$ cat src/rtl/clock_pkg.sv
`default_nettype none
// ---------------------------------------------------------------------------
// Module   : clock_pkg
// Purpose  : Shared types and constants for the clock set sequencer.
//            Optional feature macro: CLKSEQ_DATE_ADVANCE_EN (enables ADV).
// Revision : 1.0 - initial release
// ---------------------------------------------------------------------------
package clock_pkg;

  localparam int HR_MOD  = 24;
  localparam int MIN_MOD = 60;
  localparam int HR_W    = 5;
  localparam int MIN_W   = 6;
  localparam int CNT_W   = 6;   // per-phase pulse counter width
  localparam int ADV_W   = 16;  // day-advance hour pulse counter width

  typedef enum logic [2:0] {
    S_IDLE  = 3'd0,
    S_ADV   = 3'd1,
    S_MIN   = 3'd2,
    S_HR    = 3'd3,
    S_CHECK = 3'd4,
    S_DONE  = 3'd5,
    S_ERR   = 3'd6
  } seq_state_t;

endpackage
`default_nettype wire

$ cat src/rtl/clock_set_sequencer_if.sv
`default_nettype none
// ---------------------------------------------------------------------------
// Module   : clock_set_sequencer_if
// Purpose  : Host request/target, clock readback and set-pulse bundle.
//            Optional feature macro: CLKSEQ_DATE_ADVANCE_EN (adds adv_days).
// Revision : 1.0 - initial release
// ---------------------------------------------------------------------------
interface clock_set_sequencer_if;
  import clock_pkg::*;

  logic             req;
  logic [HR_W-1:0]  target_hr;
  logic [MIN_W-1:0] target_min;
  logic [5:0]       cur_hr;
  logic [MIN_W-1:0] cur_min;
  logic             add_hour;
  logic             add_minute;
  logic             busy;
  logic             done;
  logic             err;
`ifdef CLKSEQ_DATE_ADVANCE_EN
  logic [10:0]      adv_days;
`endif

  // Host / clock side
  modport master (
`ifdef CLKSEQ_DATE_ADVANCE_EN
    output adv_days,
`endif
    output req, target_hr, target_min, cur_hr, cur_min,
    input  add_hour, add_minute, busy, done, err
  );

  // Sequencer side
  modport slave (
`ifdef CLKSEQ_DATE_ADVANCE_EN
    input  adv_days,
`endif
    input  req, target_hr, target_min, cur_hr, cur_min,
    output add_hour, add_minute, busy, done, err
  );

endinterface
`default_nettype wire

$ cat src/rtl/clock_set_sequencer_pulse_spacer.sv
`default_nettype none
// ---------------------------------------------------------------------------
// Module   : pulse_spacer
// Purpose  : Emits one registered set pulse per fire request, then holds off
//            for PULSE_GAP cycles; gap_done marks the final gap cycle.
// Revision : 1.0 - initial release
// ---------------------------------------------------------------------------
module pulse_spacer #(
  parameter int PULSE_GAP = 2
) (
  input  wire logic clk,
  input  wire logic reset,
  input  wire logic i_fire,
  input  wire logic i_sel_hr,
  output logic      o_add_hour,
  output logic      o_add_minute,
  output logic      o_gap_done,
  output logic      o_idle
);

  localparam int c_GAP_W = (PULSE_GAP < 1) ? 1 : $clog2(PULSE_GAP + 1);

  logic               r_add_hour;
  logic               r_add_minute;
  logic               r_active;
  logic [c_GAP_W-1:0] r_cnt;

  // Pulse register plus gap countdown; a fire on the gap_done cycle reloads
  always_ff @(posedge clk or posedge reset) begin
    if (reset) begin
      r_add_hour   <= 1'b0;
      r_add_minute <= 1'b0;
      r_active     <= 1'b0;
      r_cnt        <= '0;
    end else begin
      r_add_hour   <= i_fire & i_sel_hr;
      r_add_minute <= i_fire & ~i_sel_hr;
      if (i_fire) begin
        r_active <= 1'b1;
        r_cnt    <= c_GAP_W'(PULSE_GAP);
      end else if (r_active) begin
        if (r_cnt == '0) begin
          r_active <= 1'b0;
        end else begin
          r_cnt <= r_cnt - 1'b1;
        end
      end
    end
  end

  assign o_add_hour   = r_add_hour;
  assign o_add_minute = r_add_minute;
  assign o_gap_done   = r_active && (r_cnt == '0);
  assign o_idle       = ~r_active;

endmodule
`default_nettype wire

$ cat src/rtl/clock_set_sequencer.sv
`default_nettype none
// ---------------------------------------------------------------------------
// Module   : clock_set_sequencer
// Purpose  : Drives add_minute / add_hour pulses until the clock readback
//            equals a requested 24-hour time, retrying on natural ticks.
//            Optional feature macro: CLKSEQ_DATE_ADVANCE_EN (day advance).
// Revision : 1.0 - initial release
// ---------------------------------------------------------------------------
module clock_set_sequencer
  import clock_pkg::*;
#(
  parameter int PULSE_GAP = 2,
  parameter int MAX_RETRY = 3
) (
  input  wire logic              clk,
  input  wire logic              reset,
  clock_set_sequencer_if.slave   io_seq
);

  localparam int c_RETRY_W = $clog2(MAX_RETRY + 2);

  seq_state_t           r_state;
  seq_state_t           w_next;
  logic [HR_W-1:0]      r_tgt_hr;
  logic [MIN_W-1:0]     r_tgt_min;
  logic [CNT_W-1:0]     r_pcnt;
  logic [c_RETRY_W-1:0] r_retry;

  logic w_fire;
  logic w_sel_hr;
  logic w_capture;
  logic w_pcnt_clr;
  logic w_retry_inc;
  logic w_ready;
  logic w_gap_done;
  logic w_idle;
  logic w_add_hour;
  logic w_add_minute;
  logic w_hr_match;
  logic w_min_match;
  logic w_bad_target;
`ifdef CLKSEQ_DATE_ADVANCE_EN
  logic [ADV_W-1:0] r_adv;
  logic             w_adv_dec;
`endif

  pulse_spacer #(
    .PULSE_GAP (PULSE_GAP)
  ) u_spacer (
    .clk          (clk),
    .reset        (reset),
    .i_fire       (w_fire),
    .i_sel_hr     (w_sel_hr),
    .o_add_hour   (w_add_hour),
    .o_add_minute (w_add_minute),
    .o_gap_done   (w_gap_done),
    .o_idle       (w_idle)
  );

  // Readback is only trusted when no pulse is in flight or its gap has elapsed
  assign w_ready      = w_idle | w_gap_done;
  assign w_hr_match   = (io_seq.cur_hr == {1'b0, r_tgt_hr});
  assign w_min_match  = (io_seq.cur_min == r_tgt_min);
  assign w_bad_target = (io_seq.target_hr > HR_W'(HR_MOD - 1)) ||
                        (io_seq.target_min > MIN_W'(MIN_MOD - 1));

  // State register
  always_ff @(posedge clk or posedge reset) begin
    if (reset) begin
      r_state <= S_IDLE;
    end else begin
      r_state <= w_next;
    end
  end

  // Next-state and control decode
  always_comb begin
    w_next      = r_state;
    w_fire      = 1'b0;
    w_sel_hr    = 1'b0;
    w_capture   = 1'b0;
    w_pcnt_clr  = 1'b0;
    w_retry_inc = 1'b0;
`ifdef CLKSEQ_DATE_ADVANCE_EN
    w_adv_dec   = 1'b0;
`endif
    case (r_state)
      S_IDLE: begin
        if (io_seq.req) begin
          if (w_bad_target) begin
            w_next = S_ERR;
          end else begin
            w_capture = 1'b1;
`ifdef CLKSEQ_DATE_ADVANCE_EN
            w_next = S_ADV;
`else
            w_next = S_MIN;
`endif
          end
        end
      end
`ifdef CLKSEQ_DATE_ADVANCE_EN
      S_ADV: begin
        // Blind hour pulses; no readback compare in this phase
        if (w_ready) begin
          if (r_adv == '0) begin
            w_next     = S_MIN;
            w_pcnt_clr = 1'b1;
          end else begin
            w_fire    = 1'b1;
            w_sel_hr  = 1'b1;
            w_adv_dec = 1'b1;
          end
        end
      end
`endif
      S_MIN: begin
        if (w_ready) begin
          if (w_min_match) begin
            w_next     = S_HR;
            w_pcnt_clr = 1'b1;
          end else if (r_pcnt == CNT_W'(MIN_MOD)) begin
            w_next = S_ERR;
          end else begin
            w_fire = 1'b1;
          end
        end
      end
      S_HR: begin
        if (w_ready) begin
          if (w_hr_match) begin
            w_next = S_CHECK;
          end else if (r_pcnt == CNT_W'(HR_MOD)) begin
            w_next = S_ERR;
          end else begin
            w_fire   = 1'b1;
            w_sel_hr = 1'b1;
          end
        end
      end
      S_CHECK: begin
        // A natural minute tick between phases shows up as a mismatch here
        if (w_hr_match && w_min_match) begin
          w_next = S_DONE;
        end else begin
          w_retry_inc = 1'b1;
          if (r_retry == c_RETRY_W'(MAX_RETRY)) begin
            w_next = S_ERR;
          end else begin
            w_next     = S_MIN;
            w_pcnt_clr = 1'b1;
          end
        end
      end
      S_DONE:  w_next = S_IDLE;
      S_ERR:   w_next = S_IDLE;
      default: w_next = S_IDLE;
    endcase
  end

  // Target capture, per-phase pulse count and retry count
  always_ff @(posedge clk or posedge reset) begin
    if (reset) begin
      r_tgt_hr  <= '0;
      r_tgt_min <= '0;
      r_pcnt    <= '0;
      r_retry   <= '0;
    end else begin
      if (w_capture) begin
        r_tgt_hr  <= io_seq.target_hr;
        r_tgt_min <= io_seq.target_min;
      end
      if (w_capture || w_pcnt_clr) begin
        r_pcnt <= '0;
      end else if (w_fire) begin
        r_pcnt <= r_pcnt + 1'b1;
      end
      if (w_capture) begin
        r_retry <= '0;
      end else if (w_retry_inc) begin
        r_retry <= r_retry + 1'b1;
      end
    end
  end

`ifdef CLKSEQ_DATE_ADVANCE_EN
  // Remaining day-advance hour pulses, loaded as 24 per requested day
  always_ff @(posedge clk or posedge reset) begin
    if (reset) begin
      r_adv <= '0;
    end else if (w_capture) begin
      r_adv <= ADV_W'(io_seq.adv_days) * ADV_W'(HR_MOD);
    end else if (w_adv_dec) begin
      r_adv <= r_adv - 1'b1;
    end
  end
`endif

  assign io_seq.add_hour   = w_add_hour;
  assign io_seq.add_minute = w_add_minute;
  assign io_seq.busy       = (r_state == S_ADV) || (r_state == S_MIN) ||
                             (r_state == S_HR)  || (r_state == S_CHECK);
  assign io_seq.done       = (r_state == S_DONE);
  assign io_seq.err        = (r_state == S_ERR);

endmodule
`default_nettype wire
$ cat src/flat_wrapper.sv
// flat-port wrapper written by rule: the top's interface ports become plain ports
module clock_set_sequencer_flat import clock_pkg::*;
#(
  parameter int PULSE_GAP = 2,
  parameter int MAX_RETRY = 3
)
  (clk, reset, io_seq_req, io_seq_target_hr, io_seq_target_min, io_seq_cur_hr, io_seq_cur_min, io_seq_add_hour, io_seq_add_minute, io_seq_busy, io_seq_done, io_seq_err);
  clock_set_sequencer_if io_seq_i ();
  input  wire logic clk;
  input  wire logic reset;
  input wire logic [$bits(io_seq_i.req)-1:0] io_seq_req;
  input wire logic [$bits(io_seq_i.target_hr)-1:0] io_seq_target_hr;
  input wire logic [$bits(io_seq_i.target_min)-1:0] io_seq_target_min;
  input wire logic [$bits(io_seq_i.cur_hr)-1:0] io_seq_cur_hr;
  input wire logic [$bits(io_seq_i.cur_min)-1:0] io_seq_cur_min;
  output wire logic [$bits(io_seq_i.add_hour)-1:0] io_seq_add_hour;
  output wire logic [$bits(io_seq_i.add_minute)-1:0] io_seq_add_minute;
  output wire logic [$bits(io_seq_i.busy)-1:0] io_seq_busy;
  output wire logic [$bits(io_seq_i.done)-1:0] io_seq_done;
  output wire logic [$bits(io_seq_i.err)-1:0] io_seq_err;
  assign io_seq_i.req = io_seq_req;
  assign io_seq_i.target_hr = io_seq_target_hr;
  assign io_seq_i.target_min = io_seq_target_min;
  assign io_seq_i.cur_hr = io_seq_cur_hr;
  assign io_seq_i.cur_min = io_seq_cur_min;
  assign io_seq_add_hour = io_seq_i.add_hour;
  assign io_seq_add_minute = io_seq_i.add_minute;
  assign io_seq_busy = io_seq_i.busy;
  assign io_seq_done = io_seq_i.done;
  assign io_seq_err = io_seq_i.err;
  clock_set_sequencer #(.PULSE_GAP(PULSE_GAP), .MAX_RETRY(MAX_RETRY)) u_core (.clk(clk), .reset(reset), .io_seq(io_seq_i));
endmodule
$ cat config.mk
export PLATFORM = sky130hd
export DESIGN_NAME = clock_set_sequencer_flat
export DESIGN_NICKNAME = d
export VERILOG_FILES = /design/src/rtl/clock_pkg.sv /design/src/rtl/clock_set_sequencer_if.sv /design/src/rtl/clock_set_sequencer_pulse_spacer.sv /design/src/rtl/clock_set_sequencer.sv /design/src/flat_wrapper.sv
export SDC_FILE = /design/constraint.sdc
export NUM_CORES = 1
export LEC_CHECK = 0
export ABC_AREA = 1
export CORE_MARGIN = 4
export CORE_UTILIZATION = 34
export CTS_CLUSTER_DIAMETER = 60
export DETAILED_ROUTE_END_ITERATION = 7
export DONT_BUFFER_PORTS = 1
export PLACE_DENSITY = 0.59
export REMOVE_ABC_BUFFERS = 1
export SLEW_MARGIN = 20
export SYNTH_ARGS = -nofsm -noshare
export SYNTH_HDL_FRONTEND = slang
export SYNTH_SLANG_ARGS = --single-unit
$ cat constraint.sdc
create_clock -name clk -period 4.12 [get_ports clk]
set_clock_uncertainty 0.1 [all_clocks]
set_input_delay 1.03 -clock clk [delete_from_list [all_inputs] [get_ports clk]]
set_output_delay 1.03 -clock clk [all_outputs]
set_load 0.02 [all_outputs]
==> results.sh, run 1 <==
export IMPL_clk_pin_slew_ns=0.09
export IMPL_grt_max_degree=29
export IMPL_slew_headroom=0.527
export IMPL_cp_data_arrival_time_ns=1.57
export IMPL_hp_class="reg -> reg"
export IMPL_coreArea_mm2=0.00485
export IMPL_cts_tree="built"
export IMPL_cts_made_buffers=3
export IMPL_initial_core_util=0.361
export IMPL_synth_edf_count=0
export IMPL_hold_violations=0
export IMPL_min_to="u_core.u_spacer.r_cnt[0]"
export IMPL_r2r_end="u_core.r_state[2]"
export IMPL_synthFlopType="dfrtp_1"
export IMPL_crit_buf_inv=2
export IMPL_stdcell_count=314
export IMPL_timing_fmax_mhz=371
export IMPL_synthArstFlopShare=1.00
export IMPL_cpLargestDelayFamily="simple AND/OR/NAND/NOR gates"
export IMPL_powerDensity_mw_per_mm2=634
export IMPL_io_pins=31
export IMPL_overflow=0
export IMPL_setup_viol=0
export IMPL_maxSlewViolCount=0
export IMPL_routed_via_density=4.42
export IMPL_postRouteAntennaNets=0
export IMPL_power_leakage_uw=0.000977
export IMPL_worstHoldPathCells=1
export IMPL_fp_dieArea_mm2=0.00636
export IMPL_ys_types=25
export IMPL_htreeDepth=1
export IMPL_avgSynthCellArea_um2=7.08
export IMPL_end_kind="output port"
export IMPL_outcome="completed"
export IMPL_area_growth_syn_to_layout_pct=6.01
export IMPL_dpl_instance_area_mm2=0.00181
export IMPL_antenna_found_initial=0
export IMPL_ys_ff_latch=28
export IMPL_tightest_slew_ns=0.704
export IMPL_r2r_setup_slack_ns=2.15
export IMPL_track_usage=0.112
export IMPL_yosysSeqAreaShare=0.401
export IMPL_yosys_warnings=0
export IMPL_synth_cells=247
export IMPL_die_h_um=79.7
export IMPL_diodes=0
export IMPL_routed_wl_um=3350
export IMPL_die_width_um=79.7
export IMPL_clock_latency_ns=0.27
export IMPL_design_area_mm2=0.00185
export IMPL_crit_cells=5
export IMPL_cts_resized=0
export IMPL_first_global_vias=1277
export IMPL_firstDrtPassIters=4
export IMPL_finalCritPeriodShare=0.655
export IMPL_drc=0
export IMPL_syn_area_mm2=0.00175
export IMPL_reg2reg_depth=10
export IMPL_final_cell_mix="75 x nand2_1, 46 x inv_1, 28 x dfrtp_1"
export IMPL_finalCriticalPeriod_ns=2.70
export IMPL_r2r_start="u_core.r_pcnt[0]"
export IMPL_fin_nets=280
export IMPL_required_ns=2.99
export IMPL_rows=25
export IMPL_drive_gt1_frac=0.105
export IMPL_hp_start="u_core.u_spacer.r_cnt[0]"
export IMPL_path_cells="nor2_1 -> inv_1 -> nor2_1 -> inv_1 -> nand2_1"
export IMPL_max_stage_delay_ns=0.44
export IMPL_clk_path_buf_depth=2
export IMPL_cts_hold_buf=0
export IMPL_gp_congestion=0.861
export IMPL_via_count=1388
export IMPL_cts_sinks=28
export IMPL_startpoint_type="register"
export IMPL_placedCellCount=311
export IMPL_dp_hpwl_um=2690
export IMPL_crit_fanout=5
export IMPL_n_fill_cell=511
export IMPL_setup_tns_ns=0
export IMPL_final_common_cell="nand2_1"
export IMPL_worst_path_max_delay_cell="dfrtp_1"
export IMPL_rsz0062_at_grt="false"
export IMPL_max_cap_violations=0
export IMPL_drt_iter0_markers=37
export IMPL_port_buffers=0
export IMPL_grt_pass1_wl_um=5680
export IMPL_ctsRootBufferMaster="clkbuf_8"
export IMPL_peakVddDrop_mv=0.203
export IMPL_wire_per_inst_um=10.7
export IMPL_crit_type="reg -> out"
export IMPL_post_cts_buffers=0
==> sequential cells by signal (all words and copies together) (netlist names) <==
signal	count
u_core.r_tgt_min	6
u_core.r_state	3
u_core.r_tgt_hr	5
u_core.r_retry	3
u_core.r_pcnt	6
u_core.u_spacer.o_add_minute	1
u_core.u_spacer.r_active	1
u_core.u_spacer.r_cnt	2
u_core.u_spacer.o_add_hour	1
==> metrics by stage <==
stage / hold WS [ns] / total power, µW / worst slack (ns) / util
floorplan: 0.354 / 936 / 1.94 / -
global placement: 0.371 / 1040 / 1.73 / 0.374
detailed placement: 0.385 / 1040 / 1.71 / 0.374
CTS: 0.399 / 1190 / 1.42 / 0.382
global route: 0.409 / 1310 / 1.32 / 0.382
finish: 0.389 / 1170 / 1.42 / 0.382
==> cell families after synthesis <==
logic type      after synthesis  share of synthesized area
simple gates                141                      0.382
buf+inv                      52                      0.117
flops                        28                      0.401
compound gates               21                     0.0651
fa+ha+maj                     5                     0.0358
==> Yosys cell counts (4+ instances only) <==
master / count / area share
ha_1: 5 / 0.036
nand3_1: 13 / 0.037
o21ai_0: 16 / 0.046
nor2_1: 23 / 0.049
nand2_1: 75 / 0.16
nor2_2: 4 / 0.014
nor3_1: 5 / 0.014
nand2_2: 7 / 0.025
inv_1: 47 / 0.10
dfrtp_1: 28 / 0.40
nand4_1: 4 / 0.014
==> metal layers <==
metal | wire length (µm) | global-route usage
met3 | 174 | 0.0226
met4 | 48 | 0.0412
met2 | 1450 | 0.173
met1 | 1670 | 0.154
met5 | 0 | 0
==> final cells by class <==
type | count | area (µm²) | area share
sequential | 28 | 701 | 0.378
tap | 67 | 83.8 | 0.0452
clock buffer | 3 | 41.3 | 0.0223
inverter | 49 | 184 | 0.0992
multi-input combinational | 167 | 845 | 0.455
==> worst max path at each step <==
stage,startpoint,to,slack (ns)
after floorplan,u_core.r_state[0],io_seq_busy,1.94
after global placement,io_seq_target_min[5],u_core.r_tgt_min[4],1.73
after detailed placement,io_seq_target_min[5],u_core.r_tgt_min[3],1.71
after CTS,u_core.r_state[0],io_seq_busy,1.42
after global routing,u_core.r_state[0],io_seq_busy,1.32
final,u_core.r_state[0],io_seq_busy,1.42
==> power breakdown <==
part | switching [µW] | internal (µW) | total, µW | leakage [µW]
Combinational | 370 | 196 | 565 | 0.000609
Clock | 79.4 | 65.5 | 145 | 0.0000216
Sequential | 72.8 | 392 | 464 | 0.000346
Total | 522 | 653 | 1170 | 0.000977
Note: power is estimated with default switching activity, not from simulation.
==> run 2: changes to the inputs <==
--- a/config.mk
+++ b/config.mk
@@ -11,7 +11,7 @@
 export CTS_CLUSTER_DIAMETER = 60
 export DETAILED_ROUTE_END_ITERATION = 7
 export DONT_BUFFER_PORTS = 1
-export PLACE_DENSITY = 0.59
+export PLACE_DENSITY = 0.61
 export REMOVE_ABC_BUFFERS = 1
 export SLEW_MARGIN = 20
 export SYNTH_ARGS = -nofsm -noshare
==> constraint.sdc (replaced) <==
create_clock -name clk -period 2.2 [get_ports clk]
set_clock_uncertainty 0.1 [all_clocks]
set_input_delay 0.55 -clock clk [delete_from_list [all_inputs] [get_ports clk]]
set_output_delay 0.55 -clock clk [all_outputs]
set_load 0.02 [all_outputs]
==> run 2 against run 1 <==
Routed wire length rose by 4.5%. First-iteration DRC count rose by 100%. Setup slack got worse by 1.3 ns. Die area did not move. Clock power rose by 120%.
==> results.sh, run 2 (synthesized netlist as in run 1, its figures left out) <==
export IMPL_cts_made_buffers=3
export IMPL_crit_fanout=5
export IMPL_tightest_slew_ns=0.371
export IMPL_startpoint_type="register"
export IMPL_gp_congestion=0.827
export IMPL_worst_path_max_delay_cell="dfrtp_1"
export IMPL_end_kind="output port"
export IMPL_routed_wl_um=3500
export IMPL_fin_nets=284
export IMPL_clk_pin_slew_ns=0.10
export IMPL_p_int_uw=1270
export IMPL_htreeDepth=1
export IMPL_crit_type="reg -> out"
export IMPL_crit_cells=5
export IMPL_hold_violations=0
export IMPL_via_count=1431
export IMPL_rsz0062_at_grt="false"
export IMPL_seq_area_um2=701
export IMPL_first_global_vias=1365
export IMPL_cp_endpoint="io_seq_busy"
export IMPL_drt_iter0_markers=74
export IMPL_powerDensity_mw_per_mm2=1200
export IMPL_cts_hold_buf=0
export IMPL_crit_top_cell="inv_1"
export IMPL_r2r_start="u_core.r_pcnt[0]"
export IMPL_post_cts_buffers=0
export IMPL_wire_per_inst_um=11.0
export IMPL_maxSlewViolCount=0
export IMPL_setup_tns_ns=0
export IMPL_design_area_mm2=0.00190
export IMPL_fp_dieArea_mm2=0.00636
export IMPL_diodes=0
export IMPL_startpoint="u_core.r_state[0]"
export IMPL_die_width_um=79.7
export IMPL_clk_path_buf_depth=2
export IMPL_grt_max_degree=29
export IMPL_swShare=0.443
export IMPL_die_h_um=79.7
export IMPL_dp_hpwl_um=2740
export IMPL_path_cells="nor2_1 -> inv_1 -> nor2_2 -> inv_1 -> nand2_2"
export IMPL_cpLargestDelayFamily="simple AND/OR/NAND/NOR gates"
export IMPL_n_fill_cell=538
export IMPL_post_route_util=0.393
export IMPL_required_ns=1.55
export IMPL_timing_fmax_mhz=486
export IMPL_antenna_found_initial=0
export IMPL_max_cap_violations=0
export IMPL_track_usage=0.122
export IMPL_cts_tree="built"
export IMPL_overflow=0
export IMPL_initial_core_util=0.361
export IMPL_r2r_setup_slack_ns=0.26
export IMPL_drive_gt1_frac=0.127
export IMPL_p_sw_uw=1010
export IMPL_clock_latency_ns=0.28
export IMPL_ctsRootBufferMaster="clkbuf_8"
export IMPL_finalCriticalPeriod_ns=2.06
export IMPL_io_pins=31
export IMPL_reg2reg_depth=10
export IMPL_firstDrtPassIters=4
export IMPL_stdcell_count=319
export IMPL_slew_headroom=0.750
export IMPL_routed_via_density=4.49
export IMPL_hp_class="in -> async"
export IMPL_pwr_share_clk=0.143
export IMPL_cp_data_arrival_time_ns=1.41
export IMPL_outcome="completed"
export IMPL_setup_viol=0
export IMPL_max_stage_delay_ns=0.44
export IMPL_reg_top3="u_core.r_pcnt: 6 flops, u_core.r_tgt_min: 6 flops, u_core.r_tgt_hr: 5 flops"
export IMPL_seq_power_share=0.383
export IMPL_port_buffers=0
export IMPL_crit_buf_inv=2
export IMPL_finalCritPeriodShare=0.935
export IMPL_total_power_uw=2280
export IMPL_power_leakage_uw=0.00101
export IMPL_combPwrFrac=0.474
export IMPL_final_cell_mix="74 x nand2_1, 47 x inv_1, 28 x dfrtp_1"
export IMPL_final_common_cell="nand2_1"
export IMPL_cts_resized=0
export IMPL_peakVddDrop_mv=0.420
export IMPL_placedCellCount=315
export IMPL_coreArea_mm2=0.00485
export IMPL_drc=0
export IMPL_area_growth_syn_to_layout_pct=8.80
export IMPL_grt_pass1_wl_um=6150
export IMPL_r2r_end="u_core.r_state[2]"
export IMPL_dpl_instance_area_mm2=0.00184
export IMPL_multi_input_area_um2=850
export IMPL_rows=25
export IMPL_postRouteAntennaNets=0
export IMPL_cts_sinks=28
## run 2: cell count changes in the layout (fill, tap and decap cells not counted), sizes merged
cell / change
buf: +4
clkbuf: +1
## run 2: worst reg2reg max path, cell delays in order, from the launching register on
cell     delay [ns]
dfrtp_1        0.41
inv_1          0.12
ha_1           0.15
nand2_1        0.06
nor3_1         0.32
nor2_2         0.05
nand2_1        0.08
nand2_2        0.16
nor3_2         0.24
inv_1          0.07
a21oi_1        0.12
## run 2: through the flow
| stage | setup WS (ns) | hold WS (ns) |
|---|---|---|
| 2_1_floorplan | 0.497 | 0.354 |
| 3_3_place_gp | 0.356 | 0.378 |
| 3_5_place_dp | 0.339 | 0.381 |
| 4_1_cts | 0.0348 | 0.133 |
| 5_1_grt | 0.0473 | 0.142 |
| 6_report | 0.142 | 0.112 |
## run 2: power groups by stage
stage               registers (µW)  logic, µW  clock network (µW)
floorplan                      855        897                   0
global placement               876       1060                   0
detailed placement             885       1080                   0
CTS                            874       1090                 336
global route                   902       1250                 355
finish                         872       1080                 326
## run 2: routing by layer
metal | part of all wire | vias up | global-route usage | wire length, µm
li1 | - | 761 | - | -
met1 | 0.47 | 641 | 0.157 | 1660
met2 | 0.45 | 25 | 0.200 | 1570
met3 | 0.063 | 4 | 0.0305 | 220
met4 | 0.014 | 0 | 0.0412 | 49
met5 | 0 | - | 0 | 0
## run 2: how the worst min path moves through the flow
stage	end	slack, ns	depth (start not counted)
5_1_grt	u_core.r_tgt_hr[0]	0.14	2
2_1_floorplan	u_core.u_spacer.r_cnt[0]	0.35	1
3_3_place_gp	u_core.u_spacer.r_cnt[0]	0.38	1
3_5_place_dp	u_core.u_spacer.r_cnt[0]	0.38	1
4_1_cts	u_core.r_tgt_hr[0]	0.13	2
6_report	u_core.r_tgt_hr[2]	0.11	2
## run 2: area by class of cell
class,instances,area share
tap,67,0.0440
sequential,28,0.368
timing repair buffer,4,0.0158
inverter,49,0.0966
multi-input combinational,167,0.446
clock buffer,4,0.0289
==> run 3: changes to the inputs <==
--- a/config.mk
+++ b/config.mk
@@ -6,13 +6,13 @@
 export NUM_CORES = 1
 export LEC_CHECK = 0
 export ABC_AREA = 1
+export CORE_ASPECT_RATIO = 0.8
 export CORE_MARGIN = 4
 export CORE_UTILIZATION = 34
 export CTS_CLUSTER_DIAMETER = 60
 export DETAILED_ROUTE_END_ITERATION = 7
 export DONT_BUFFER_PORTS = 1
 export PLACE_DENSITY = 0.61
-export REMOVE_ABC_BUFFERS = 1
 export SLEW_MARGIN = 20
 export SYNTH_ARGS = -nofsm -noshare
 export SYNTH_HDL_FRONTEND = slang
==> run 3 against run 2 <==
Non-clock buffer count unchanged. Worst hold slack improved by 0.010 ns. Cell count down 1.6%. Total power is 0.76% higher. Clock-buffer cell count did not move. Core utilization is 0.97 points lower. Critical path depth stayed put. Combinational power barely moved. First-iteration DRC count stayed put. Sequential cell count is the same. Clock power shrank 1%. Global-route usage grew 0.34 points. Critical path type unchanged.
==> results.sh, run 3 (synthesized netlist as in run 1, its figures left out) <==
export IMPL_outcome="completed"
export IMPL_r2r_end="u_core.r_state[2]"
export IMPL_setup_tns_ns=0
export IMPL_rsz0062_at_grt="false"
export IMPL_end_kind="output port"
export IMPL_first_global_vias=1361
export IMPL_hp_class="in -> async"
export IMPL_fp_dieArea_mm2=0.00636
export IMPL_cts_tree="built"
export IMPL_grt_pass1_wl_um=6180
export IMPL_peakVddDrop_mv=0.543
export IMPL_track_usage=0.126
export IMPL_coreArea_mm2=0.00501
export IMPL_cts_sinks=28
export IMPL_p_int_uw=1270
export IMPL_reg2reg_depth=10
export IMPL_die_width_um=88.2
export IMPL_area_growth_syn_to_layout_pct=9.59
export IMPL_drt_iter0_markers=74
export IMPL_via_count=1452
export IMPL_power_leakage_uw=0.00101
export IMPL_postRouteAntennaNets=0
export IMPL_setup_ws_ns=0.116
export IMPL_combPwrFrac=0.477
export IMPL_reg_top3="u_core.r_pcnt: 6 flops, u_core.r_tgt_min: 6 flops, u_core.r_tgt_hr: 5 flops"
export IMPL_fin_nets=284
export IMPL_crit_type="reg -> out"
export IMPL_routed_wl_um=3670
export IMPL_antenna_found_initial=0
export IMPL_timing_fmax_mhz=480
export IMPL_cp_data_arrival_time_ns=1.43
export IMPL_clk_path_buf_depth=2
export IMPL_stdcell_count=314
export IMPL_io_pins=31
export IMPL_r2r_setup_slack_ns=0.28
export IMPL_firstDrtPassIters=4
export IMPL_placedCellCount=310
export IMPL_setup_viol=0
export IMPL_place_ws_ns=0.217
export IMPL_initial_core_util=0.349
export IMPL_dp_hpwl_um=2880
export IMPL_startpoint_type="register"
export IMPL_clock_latency_ns=0.28
export IMPL_wire_per_inst_um=11.7
export IMPL_grt_max_degree=29
export IMPL_rows=23
export IMPL_max_cap_violations=0
export IMPL_final_cell_mix="74 x nand2_1, 47 x inv_1, 28 x dfrtp_1"
export IMPL_diodes=0
export IMPL_post_cts_buffers=0
export IMPL_synth_net_count=278
export IMPL_htreeDepth=1
export IMPL_drc=0
export IMPL_hold_violations=0
export IMPL_required_ns=1.55
export IMPL_die_h_um=72.2
export IMPL_drive_gt1_frac=0.135
export IMPL_swShare=0.445
export IMPL_finalCriticalPeriod_ns=2.08
export IMPL_powerDensity_mw_per_mm2=1200
export IMPL_port_buffers=0
export IMPL_pwr_share_clk=0.140
export IMPL_clk_pin_slew_ns=0.10
export IMPL_tightest_slew_ns=0.360
export IMPL_ctsRootBufferMaster="clkbuf_8"
export IMPL_p_sw_uw=1020
export IMPL_cts_made_buffers=3
export IMPL_slew_headroom=0.758
export IMPL_maxSlewViolCount=0
export IMPL_seq_power_share=0.383
export IMPL_post_route_util=0.383
export IMPL_total_power_uw=2290
export IMPL_gp_congestion=0.808
export IMPL_cts_hold_buf=0
export IMPL_overflow=0
export IMPL_finalCritPeriodShare=0.947
export IMPL_r2r_start="u_core.r_pcnt[0]"
export IMPL_crit_fanout=5
export IMPL_final_common_cell="nand2_1"
export IMPL_routed_via_density=4.62
## run 3: cell counts in the layout (fill, tap and decap cells not counted)
No cell type changed its count.
## run 3: metrics by stage
step	hold slack [ns]	cell area, µm²
after floorplan	0.354	1750
after global placement	0.381	1850
after detailed placement	0.400	1850
after CTS	0.128	1910
after global routing	0.144	1920
final	0.122	1920
## run 3: power by group through the flow
| stage | clock, µW | sequential (µW) | combinational (µW) |
|---|---|---|---|
| after global placement | 0 | 882 | 1070 |
| after CTS | 336 | 877 | 1100 |
| after global routing | 361 | 906 | 1270 |
| after floorplan | 0 | 855 | 933 |
| after detailed placement | 0 | 888 | 1090 |
| final | 322 | 878 | 1090 |
## run 3: worst max-delay path by stage
stage	to	cells after the start	start	slack, ns
final	io_seq_busy	5	u_core.r_state[0]	0.12
after global routing	io_seq_busy	5	u_core.r_state[0]	0.03
after CTS	io_seq_busy	5	u_core.r_state[0]	0.02
after detailed placement	u_core.r_state[2]	10	u_core.r_pcnt[0]	0.22
after global placement	u_core.r_state[2]	10	u_core.r_pcnt[0]	0.24
after floorplan	io_seq_busy	5	u_core.r_state[0]	0.50
## run 3: metal layers
metal | up-vias | wire length (µm) | global-route usage
li1 | 763 | - | -
met1 | 648 | 1740 | 0.161
met2 | 34 | 1590 | 0.194
met3 | 7 | 265 | 0.0454
met4 | 0 | 67 | 0.0487
met5 | - | 0 | 0
## run 3: what timing repair did
item                       CTS  global route
hold endpoints to repair     0             0
gates resized for setup      1             3
setup endpoints to repair    1             3
pin swaps                    0             0
## run 3: layout make-up
type,count,area [µm²]
fillers,540,3090
clock buffers,4,55.1
inverters,49,184
well taps,62,77.6
flip-flops and latches,28,701
repair buffers,4,42.5
multi-input cells,167,857
## run 3: worst max-delay path, stage by stage (launching register included)
cell	delay, ns
dfrtp_1	0.46
nor2_2	0.20
inv_1	0.09
nor2_2	0.17
inv_1	0.11
nand2_2	0.13
